File: config.mk
export PLATFORM = sky130hd
export DESIGN_NAME = vedacao_multicabecote_flat
export DESIGN_NICKNAME = d
export VERILOG_FILES = /design/src/rtl/vedacao_multicabecote_pkg.sv /design/src/rtl/vedacao_multicabecote_if.sv /design/src/rtl/vedacao_multicabecote_popcount_mask.sv /design/src/rtl/vedacao_multicabecote.sv /design/src/flat_wrapper.sv
export SDC_FILE = /design/constraint.sdc
export NUM_CORES = 1
export LEC_CHECK = 0
export ABC_CLOCK_PERIOD_IN_PS = 3100
export BUFFER_PORTS_ARGS = -buffer_cell sky130_fd_sc_hd__buf_4
export CORE_AREA = 2 2 69 71
export CTS_BUF_LIST = sky130_fd_sc_hd__clkbuf_4 sky130_fd_sc_hd__clkbuf_8
export DETAILED_ROUTE_END_ITERATION = 12
export DIE_AREA = 0 0 71 73
export PLACE_DENSITY = 0.69
export SYNTH_ARGS = -nofsm -noshare
export SYNTH_HDL_FRONTEND = slang
export SYNTH_SLANG_ARGS = --single-unit
File: constraint.sdc
create_clock -name clk -period 3.1 [get_ports clk]
set_clock_uncertainty 0.2 [all_clocks]
set_input_delay 0.62 -clock clk [delete_from_list [all_inputs] [get_ports clk]]
set_output_delay 0.62 -clock clk [all_outputs]
set_load 0.05 [all_outputs]
File: src/rtl/vedacao_multicabecote_pkg.sv
// Shared types and default timing for the multi-head cork sealer.
// ST_ERRO only exists when VEDACAO_WATCHDOG_EN is defined.
package vedacao_multicabecote_pkg;

  localparam int DEF_NUM_HEADS     = 2;
  localparam int DEF_CNT_W         = 8;
  localparam int DEF_TIMER_W       = 26;
  localparam int DEF_TEMPO_VEDACAO = 25000000;
  localparam int DEF_TEMPO_WDOG    = 100000000;

  typedef enum logic [2:0] {
    ST_IDLE      = 3'd0,
    ST_VEDANDO   = 3'd1,
    ST_CONCLUIDO = 3'd2,
    ST_ABORTADO  = 3'd3
`ifdef VEDACAO_WATCHDOG_EN
    , ST_ERRO    = 3'd4
`endif
  } estado_e;

  // Bits needed to hold a head count of 0..n.
  function automatic int qty_width(input int n);
    return $clog2(n + 1);
  endfunction

endpackage

File: src/rtl/vedacao_multicabecote_if.sv
// Sequencer/stock/CQ side bundle of the sealer; master drives commands, slave is the controller.
interface vedacao_multicabecote_if
  import vedacao_multicabecote_pkg::*;
#(
  parameter int NUM_HEADS = DEF_NUM_HEADS,
  parameter int CNT_W     = DEF_CNT_W
);
  localparam int QW = qty_width(NUM_HEADS);

  logic                 cmd_iniciar;
  logic [NUM_HEADS-1:0] head_mask;
  logic [CNT_W-1:0]     rolhas_disp;
  logic                 abortar;
  logic                 cq_concluido;
  logic [NUM_HEADS-1:0] vedacao_ativa;
  logic                 decrementar_rolha;
  logic [QW-1:0]        qtd_decremento;
  logic                 falta_rolha;
  logic                 tarefa_concluida;
  logic                 abortado;
  logic                 erro_wdog;

  modport master (
    output cmd_iniciar, head_mask, rolhas_disp, abortar, cq_concluido,
    input  vedacao_ativa, decrementar_rolha, qtd_decremento, falta_rolha,
           tarefa_concluida, abortado, erro_wdog
  );

  modport slave (
    input  cmd_iniciar, head_mask, rolhas_disp, abortar, cq_concluido,
    output vedacao_ativa, decrementar_rolha, qtd_decremento, falta_rolha,
           tarefa_concluida, abortado, erro_wdog
  );

endinterface

File: src/rtl/vedacao_multicabecote_popcount_mask.sv
// Combinational count of set bits in a head mask; shared with the CQ stage.
module popcount_mask #(
  parameter int NUM_HEADS = 2,
  parameter int QW        = 2
) (
  input  logic [NUM_HEADS-1:0] mask_i,
  output logic [QW-1:0]        count_o
);

  always_comb begin
    count_o = '0;
    for (int i = 0; i < NUM_HEADS; i++) begin
      count_o = count_o + QW'(mask_i[i]);
    end
  end

endmodule

File: src/rtl/vedacao_multicabecote.sv
// Multi-head cork sealing controller: stock check, timed seal, abort and CQ handshake.
// Optional CONCLUIDO watchdog enabled by defining VEDACAO_WATCHDOG_EN.
module vedacao_multicabecote
  import vedacao_multicabecote_pkg::*;
#(
  parameter int NUM_HEADS     = DEF_NUM_HEADS,
  parameter int CNT_W         = DEF_CNT_W,
  parameter int TIMER_W       = DEF_TIMER_W,
  parameter int TEMPO_VEDACAO = DEF_TEMPO_VEDACAO,
  parameter int TEMPO_WDOG    = DEF_TEMPO_WDOG
) (
  input logic                    clk,
  input logic                    reset,
  vedacao_multicabecote_if.slave bus
);

  localparam int QW = qty_width(NUM_HEADS);
  localparam int CW = (CNT_W > QW) ? CNT_W : QW;

  estado_e              state_q;
  logic [TIMER_W-1:0]   timer_q;
  logic [NUM_HEADS-1:0] ativa_q;
  logic                 dec_q;
  logic [QW-1:0]        qtd_q;
  logic                 falta_q;
  logic                 concl_q;
  logic                 abort_q;

  logic [QW-1:0]        pop_d;
  logic                 start_req_d;
  logic                 stock_ok_d;

  popcount_mask #(.NUM_HEADS(NUM_HEADS), .QW(QW)) u_popcount (
    .mask_i  (bus.head_mask),
    .count_o (pop_d)
  );

  assign start_req_d = bus.cmd_iniciar & ~bus.abortar & (|bus.head_mask);
  assign stock_ok_d  = CW'(pop_d) <= CW'(bus.rolhas_disp);

`ifdef VEDACAO_WATCHDOG_EN
  localparam int WDOG_W = $clog2(TEMPO_WDOG + 1);
  logic [WDOG_W-1:0] wdog_q;
  logic              erro_q;
`endif

  always_ff @(posedge clk or posedge reset) begin
    if (reset) begin
      state_q <= ST_IDLE;
      timer_q <= '0;
      ativa_q <= '0;
      dec_q   <= 1'b0;
      qtd_q   <= '0;
      falta_q <= 1'b0;
      concl_q <= 1'b0;
      abort_q <= 1'b0;
`ifdef VEDACAO_WATCHDOG_EN
      wdog_q  <= '0;
      erro_q  <= 1'b0;
`endif
    end else begin
      // Decrement request is a single-cycle strobe.
      dec_q <= 1'b0;
      qtd_q <= '0;
      case (state_q)
        ST_IDLE: begin
          timer_q <= '0;
          if (start_req_d) begin
            if (stock_ok_d) begin
              state_q <= ST_VEDANDO;
              ativa_q <= bus.head_mask;
              dec_q   <= 1'b1;
              qtd_q   <= pop_d;
              falta_q <= 1'b0;
            end else begin
              falta_q <= 1'b1;
            end
          end
        end
        ST_VEDANDO: begin
          if (bus.abortar) begin
            state_q <= ST_ABORTADO;
            ativa_q <= '0;
            abort_q <= 1'b1;
          end else if (timer_q == TIMER_W'(TEMPO_VEDACAO - 1)) begin
            state_q <= ST_CONCLUIDO;
            ativa_q <= '0;
            concl_q <= 1'b1;
            timer_q <= '0;
`ifdef VEDACAO_WATCHDOG_EN
            wdog_q  <= '0;
`endif
          end else begin
            timer_q <= timer_q + 1'b1;
          end
        end
        ST_ABORTADO: begin
          if (!bus.cmd_iniciar && !bus.abortar) begin
            state_q <= ST_IDLE;
            abort_q <= 1'b0;
          end
        end
        ST_CONCLUIDO: begin
          if (!bus.cmd_iniciar && bus.cq_concluido) begin
            state_q <= ST_IDLE;
            concl_q <= 1'b0;
          end
`ifdef VEDACAO_WATCHDOG_EN
          else if (wdog_q == WDOG_W'(TEMPO_WDOG - 1)) begin
            state_q <= ST_ERRO;
            concl_q <= 1'b0;
            falta_q <= 1'b0;
            erro_q  <= 1'b1;
          end else begin
            wdog_q <= wdog_q + 1'b1;
          end
`endif
        end
`ifdef VEDACAO_WATCHDOG_EN
        ST_ERRO: begin
          state_q <= ST_ERRO;
        end
`endif
        default: begin
          state_q <= ST_IDLE;
          ativa_q <= '0;
          concl_q <= 1'b0;
          abort_q <= 1'b0;
        end
      endcase
    end
  end

  assign bus.vedacao_ativa     = ativa_q;
  assign bus.decrementar_rolha = dec_q;
  assign bus.qtd_decremento    = qtd_q;
  assign bus.falta_rolha       = falta_q;
  assign bus.tarefa_concluida  = concl_q;
  assign bus.abortado          = abort_q;

`ifdef VEDACAO_WATCHDOG_EN
  assign bus.erro_wdog = erro_q;
`else
  assign bus.erro_wdog = 1'b0;
  wire unused_tempo_wdog = ^TEMPO_WDOG;
`endif

endmodule

File: src/flat_wrapper.sv
// flat-port wrapper written by rule: the top's interface ports become plain ports
module vedacao_multicabecote_flat import vedacao_multicabecote_pkg::*;
#(
  parameter int NUM_HEADS     = DEF_NUM_HEADS,
  parameter int CNT_W         = DEF_CNT_W,
  parameter int TIMER_W       = DEF_TIMER_W,
  parameter int TEMPO_VEDACAO = DEF_TEMPO_VEDACAO,
  parameter int TEMPO_WDOG    = DEF_TEMPO_WDOG
)
  (clk, reset, bus_cmd_iniciar, bus_head_mask, bus_rolhas_disp, bus_abortar, bus_cq_concluido, bus_vedacao_ativa, bus_decrementar_rolha, bus_qtd_decremento, bus_falta_rolha, bus_tarefa_concluida, bus_abortado, bus_erro_wdog);
  vedacao_multicabecote_if #(.NUM_HEADS(NUM_HEADS), .CNT_W(CNT_W)) bus_i ();
  input logic clk;
  input logic reset;
  input wire logic [$bits(bus_i.cmd_iniciar)-1:0] bus_cmd_iniciar;
  input wire logic [$bits(bus_i.head_mask)-1:0] bus_head_mask;
  input wire logic [$bits(bus_i.rolhas_disp)-1:0] bus_rolhas_disp;
  input wire logic [$bits(bus_i.abortar)-1:0] bus_abortar;
  input wire logic [$bits(bus_i.cq_concluido)-1:0] bus_cq_concluido;
  output wire logic [$bits(bus_i.vedacao_ativa)-1:0] bus_vedacao_ativa;
  output wire logic [$bits(bus_i.decrementar_rolha)-1:0] bus_decrementar_rolha;
  output wire logic [$bits(bus_i.qtd_decremento)-1:0] bus_qtd_decremento;
  output wire logic [$bits(bus_i.falta_rolha)-1:0] bus_falta_rolha;
  output wire logic [$bits(bus_i.tarefa_concluida)-1:0] bus_tarefa_concluida;
  output wire logic [$bits(bus_i.abortado)-1:0] bus_abortado;
  output wire logic [$bits(bus_i.erro_wdog)-1:0] bus_erro_wdog;
  assign bus_i.cmd_iniciar = bus_cmd_iniciar;
  assign bus_i.head_mask = bus_head_mask;
  assign bus_i.rolhas_disp = bus_rolhas_disp;
  assign bus_i.abortar = bus_abortar;
  assign bus_i.cq_concluido = bus_cq_concluido;
  assign bus_vedacao_ativa = bus_i.vedacao_ativa;
  assign bus_decrementar_rolha = bus_i.decrementar_rolha;
  assign bus_qtd_decremento = bus_i.qtd_decremento;
  assign bus_falta_rolha = bus_i.falta_rolha;
  assign bus_tarefa_concluida = bus_i.tarefa_concluida;
  assign bus_abortado = bus_i.abortado;
  assign bus_erro_wdog = bus_i.erro_wdog;
  vedacao_multicabecote #(.NUM_HEADS(NUM_HEADS), .CNT_W(CNT_W), .TIMER_W(TIMER_W), .TEMPO_VEDACAO(TEMPO_VEDACAO), .TEMPO_WDOG(TEMPO_WDOG)) u_core (.clk(clk), .reset(reset), .bus(bus_i));
endmodule
# Word level (Yosys, flattened, before mapping)
# Index checks and enable logic that the tools add are counted.
[word_totals] ff_bits=37 inputBits=15 output_inout_bits=9 elab_cells=74
[op_classes] n_addsub=2 order_cmp=1 n_eq_ne=12 mux=29 bitwise_logic=6 reduce_logical=16
[op_table] cell="two-way mux 26 bit" count=2
[op_table] cell="case mux 26 bit (2 select lines)" count=1
[op_table] cell="adder 26 x 1 -> 26 bit (second input constant)" count=1
[op_table] cell="== test 26 x 25 -> 1 bit (second input constant)" count=1
[op_table] cell="two-way mux 3 bit" count=6
[op_table] cell="two-way mux 2 bit" count=7
[op_table] cell="case mux 3 bit (4 select lines)" count=1
[op_table] cell="!= test 2 x 1 -> 1 bit (second input constant)" count=5
[op_table] cell="two-way mux 1 bit" count=9
[op_table] cell="<= comparator 2 x 8 -> 1 bit" count=1
[op_table] cell="AND reduction 4 bit" count=2
[op_table] cell="OR reduction 2 bit" count=4
[op_table] cell="== test 3 x 2 -> 1 bit (second input constant)" count=2
[op_table] cell="case mux 1 bit (3 select lines)" count=2
[op_table] cell="case mux 2 bit (3 select lines)" count=1
[op_table] cell="AND reduction 5 bit" count=1
[op_table] cell="!= test 2 bit (second input constant)" count=2
[op_table] cell="inverter 1 bit" count=4
[op_table] cell="AND reduction 2 bit" count=2
[op_table] cell="== test 3 x 1 -> 1 bit (second input constant)" count=1
[op_table] cell="logical NOT 3 bit" count=1
[op_table] cell="!= test 3 x 2 -> 1 bit (second input constant)" count=1
[op_table] cell="AND reduction 3 bit" count=1
[op_table] cell="adder 1 x 1 -> 2 bit" count=1
[op_table] cell="other kinds (4)" count=7

# Depth between registers and ports, before layout
[depth] word_depth=5 ltp_mapped=9 mapped_depth_nobuf=9

# Cells and area by module
# Synthesis repeated with hierarchy kept, for this count alone.
[unflattened] hier_cells=217 area_unflattened_um2=2049.5
[modules_own_cells] module="vedacao_multicabecote" instances=1 cells_each=216 area_each_um2=2037.0 seq_area_each_um2=900.9
[modules_own_cells] module="popcount_mask" instances=1 cells_each=1 area_each_um2=12.5 seq_area_each_um2=0.0

# Least setup slack after synthesis
# OpenSTA, ideal clock, no wires.
[synth_timing] path_kind="in2reg" from="input port bus_head_mask[0]" to="register u_core.ativa_q[0], in the netlist u_core.bus.vedacao_ativa[0]" setup_ns=0.126 t_arrival_ns=2.010 t_required_ns=2.774 path_slack_ns=0.764 cell_stages=9 n_path_buf=0 path_cell_list="inv_1 ha_1 inv_1 ha_1 a211oi_1 o2111ai_1 nand3_1 a31oi_4 mux2i_1"
[synth_via] elab_chain_cells=4 word_cells_on_any_way=10 cone_classes="add/sub (1); order compare (1); eq/ne (2); mux (3); bitwise (1); reduce/logical (2)"
[synth_lines] element="from (decl)" line_no="flat_wrapper.sv:15" source="input wire logic [$bits(bus_i.head_mask)-1:0] bus_head_mask;"
[synth_lines] element="adder 1 x 1 -> 2 bit / OR reduction 2 bit (equally long branches)" line_no="vedacao_multicabecote_popcount_mask.sv:13, vedacao_multicabecote.sv:38"
[synth_lines] element="<= comparator 2 x 8 -> 1 bit / AND 1 bit (equally long branches)" line_no="vedacao_multicabecote.sv:39, vedacao_multicabecote.sv:38"
[synth_lines] element="!= test 2 x 1 -> 1 bit (no source line)"
[synth_lines] element="AND reduction 4 bit (no source line)"
[synth_lines] element="to (signal assigned)" line_no="vedacao_multicabecote.sv:71" source="ativa_q <= bus.head_mask;"
[synth_lines] element="to (decl)" line_no="vedacao_multicabecote.sv:22" source="logic [NUM_HEADS-1:0] ativa_q;"
# Parallel ways exist; a longest one is shown, timed or not. The select of a mux whose other input is x is not followed.
# A chain may end at the register's enable or synchronous reset.

# Worst setup path after layout
[layout_timing] from="register u_core.timer_q[8]" to="register u_core.timer_q[12]"
[layout_via] elab_chain_cells=4 word_cells_on_any_way=5 cone_classes="add/sub (1); eq/ne (1); mux (3)"
[layout_lines] element="from (decl)" line_no="vedacao_multicabecote.sv:21" source="logic [TIMER_W-1:0] timer_q;"
[layout_lines] element="from (signal assigned)" line_no="vedacao_multicabecote.sv:94" source="timer_q <= timer_q + 1'b1;"
[layout_lines] element="adder 26 x 1 -> 26 bit / == test 26 x 25 -> 1 bit (equally long branches)" line_no="vedacao_multicabecote.sv:94, vedacao_multicabecote.sv:85"
[layout_lines] element="two-way mux 26 bit *" line_no="vedacao_multicabecote.sv:85" source="end else if (timer_q == TIMER_W'(TEMPO_VEDACAO - 1)) begin"
[layout_lines] element="two-way mux 26 bit *" line_no="vedacao_multicabecote.sv:81" source="if (bus.abortar) begin"
[layout_lines] element="case mux 26 bit (2 select lines) *" line_no="vedacao_multicabecote.sv:65" source="case (state_q)"
# Mark *: on every way between the ends. The rest lies on a longest branch, timed or not. The select of a mux whose other input is x is not followed.

==> impl_metrics.env <==
export IMPL_clkLatencyLatePin_ns=0.28
export IMPL_cpPeakStageDelay_ns=0.62
export IMPL_h_tree_depth=2
export IMPL_grt_pass1_wl_um=7479
export IMPL_pin_count=24
export IMPL_synth_top_area_cell="dfrtp_1"
export IMPL_layout_setup_ws_ns=0.6160
export IMPL_wire_per_inst_um=13.35
export IMPL_r2r_start="u_core.timer_q[8]"
export IMPL_worst_setup_path_end_kind="flop"
export IMPL_max_freq_mhz=402.6
export IMPL_ant_nets=0
export IMPL_layout_cells_non_filler=307
export IMPL_worstSetupStartpointType="flop"
export IMPL_fillers=429
export IMPL_synth_top_cell_area_share=0.4162
export IMPL_worst_slew_pin_slew_ns=0.8338
export IMPL_grt_pass1_vias=1741
export IMPL_ctsHoldBuffers=0
export IMPL_synth_ff_type="dfrtp_1"
export IMPL_ctsResizeCount=0
export IMPL_cp_arrival_ns=2.46
export IMPL_synthArstFlopShare=1.000
export IMPL_holdWs_ns=0.2353
export IMPL_finalMaxSlewViolations=0
export IMPL_place_inst=300
export IMPL_vias=1658
export IMPL_initial_core_util=0.4772
export IMPL_period_minus_slack_ns=2.484
export IMPL_syn_to_final_growth_pct=14.22
export IMPL_dp_hpwl_um=2994
export IMPL_gp_congestion=0.7730
export IMPL_numCtsBuffers=5
export IMPL_area_sequential_um2=900.9
export IMPL_die_w_um=71
export IMPL_cts_sinks=36
export IMPL_cap_violations=0
export IMPL_grt_max_degree=37
export IMPL_worst_setup_path_type="reg2reg"
export IMPL_antenna_found_initial=0
export IMPL_setup_violations=0
export IMPL_core_area_um2=4536
export IMPL_synth_edf_count=0
export IMPL_synth_area_top_cells="dfrtp_1, xor2_1, nor2_2"
export IMPL_timing_rr_end="u_core.timer_q[12]"
export IMPL_port_buffers=22
export IMPL_syn_inst=228
export IMPL_rrSetupSlack_ns=0.62
export IMPL_rows=25
export IMPL_power_uw=1660
export IMPL_drive_gt1_frac=0.2530
export IMPL_cts_setup_buffers=0
export IMPL_max_vdd_ir_drop_v=0.0005076
export IMPL_track_usage=0.1824
export IMPL_min_path_type="in2async"
export IMPL_wl_um=4099
export IMPL_cp_endpoint="u_core.timer_q[12]"
export IMPL_die_h_um=73
export IMPL_fin_crit_sh=0.8013
export IMPL_fin_nets=277
export IMPL_cts_root_buf="clkbuf_8"
export IMPL_hold_viol=0
export IMPL_gr_total_overflow=0
export IMPL_multiInputGateArea_um2=1151
export IMPL_avgSynthCellArea_um2=9.494
export IMPL_relSlewSlack=0.4395
export IMPL_worst_ep_required_time_ns=3.08
export IMPL_drt_iter0_drc=51
export IMPL_cellLeakagePower_uw=0.001110
export IMPL_dp_slack_ns=0.5258
export IMPL_worst_path_max_fanout=13
export IMPL_synth_seq_cells=36
export IMPL_cts_tree="done"
export IMPL_p_per_area_nw_per_um2=671.4
export IMPL_crit_chain="nor4b_2 > nand4_1 > or4_1 > o22ai_4 > buf_12 > nor2_2"
export IMPL_ys_types=44
export IMPL_ys_seq_area_frac=0.4162
export IMPL_cp_startpoint="u_core.timer_q[8]"
export IMPL_num_antenna_cells=0
export IMPL_ys_warnings_count=0
export IMPL_clk_path_buf_depth=2
export IMPL_crit_path_top_delay_cell="or4_1"
export IMPL_drc_errors=0
export IMPL_worstRegToRegCells=6
export IMPL_rsz0062_at_grt="no"
export IMPL_clkSlewWorstSetupHoldPaths_ns=0.07
export IMPL_syn_nets=252
export IMPL_outcome="completed"
export IMPL_viasPerCell=5.401
export IMPL_syn_area_um2=2165
export IMPL_drt_pre_antenna_iters=4
export IMPL_die_area_um2=5183
export IMPL_fin_tns_setup_ns=0
flip-flops by register name, indices dropped and copies added, names as in the netlist:
| signal | count |
|---|---|
| u_core.state_q | 2 |
| u_core.bus.abortado | 1 |
| u_core.bus.decrementar_rolha | 1 |
| u_core.bus.vedacao_ativa | 2 |
| u_core.bus.tarefa_concluida | 1 |
| u_core.bus.falta_rolha | 1 |
| u_core.timer_q | 26 |
| u_core.bus.qtd_decremento | 2 |
area by class of cell:
cell class,count,area share
tap,54,0.02733
timing repair buffer,27,0.08704
multi-input combinational,168,0.4656
clock buffer,6,0.03087
sequential,36,0.3644
clock inverter,1,0.002024
inverter,15,0.02277
placed cells by master, fill, tap and decap left out, types with 4 or more instances in the layout:
master     n
nand3_1   16
and2_1     5
nand4_1    7
nand2_1   21
and3_1     4
nor2_1     9
inv_1     15
xnor2_1    6
clkbuf_8   5
ha_1       9
nor3_1     7
nor2_2    20
xor2_1    16
buf_4     26
a31oi_1    5
dfrtp_1   36
o21ai_0    4
a21oi_1    6
synthesized netlist by cell type, drive strengths merged, types with 4 or more instances:
cell	instances
xnor2	6
a21oi	6
o21ai	5
nand3	16
nand4	7
dfrtp	36
nand2	21
buf	4
nor2	29
and2	5
clkbuf	5
inv	15
and3	4
a31oi	6
nor3	8
ha	9
xor2	16
nor4	4
per-layer routing:
metal | part of all wire | track usage | wire length (µm)
met1 | 0.45 | 0.2128 | 1839
met2 | 0.50 | 0.3188 | 2038
met3 | 0.043 | 0.05939 | 178
met4 | 0.010 | 0.05870 | 42
met5 | 0 | 0 | 0
kinds of logic after synthesis:
kind of cell               count (synthesis)  synth area share
xor gates and xnor gates                  22           0.08902
adders and majority gates                  9           0.05202
buffers and inverters                     24           0.05202
AOI/OAI and AO/OA                         28           0.09942
other                                      1          0.001732
DFF                                       36            0.4162
and+or+nand+nor                          106            0.2803
muxes                                      2          0.009249
worst min-delay path by stage:
stage                                    to  slack (ns)  cells past startpoint
2_1_floorplan            u_core.timer_q[20]        0.31                      2
3_3_place_gp    u_core.bus.tarefa_concluida        0.29                      1
3_5_place_dp    u_core.bus.tarefa_concluida        0.29                      1
4_1_cts                  u_core.timer_q[18]        0.26                      3
5_1_grt                   u_core.timer_q[2]        0.29                      3
6_report       u_core.bus.qtd_decremento[1]        0.24                      3
report_power, final:
group / internal [µW] / switching (µW)
clock: 162 / 161
combinational: 277 / 462
sequential: 538 / 62.1
per-stage QoR:
stage,util,area [µm²]
after floorplan,-,2165
after global placement,0.5272,2391
after detailed placement,0.5272,2391
after CTS,0.5451,2472
after global routing,0.5451,2472
final,0.5451,2472
worst max-delay path: cells and delay by family, from the launching register on:
kind	cells	cell delay, ns
AO/OA/AOI/OAI	1	0.40
AND/OR/NAND/NOR	4	1.11
flip-flops	1	0.45
buffers and inverters	1	0.22
Note: power is estimated with default switching activity, not from simulation.
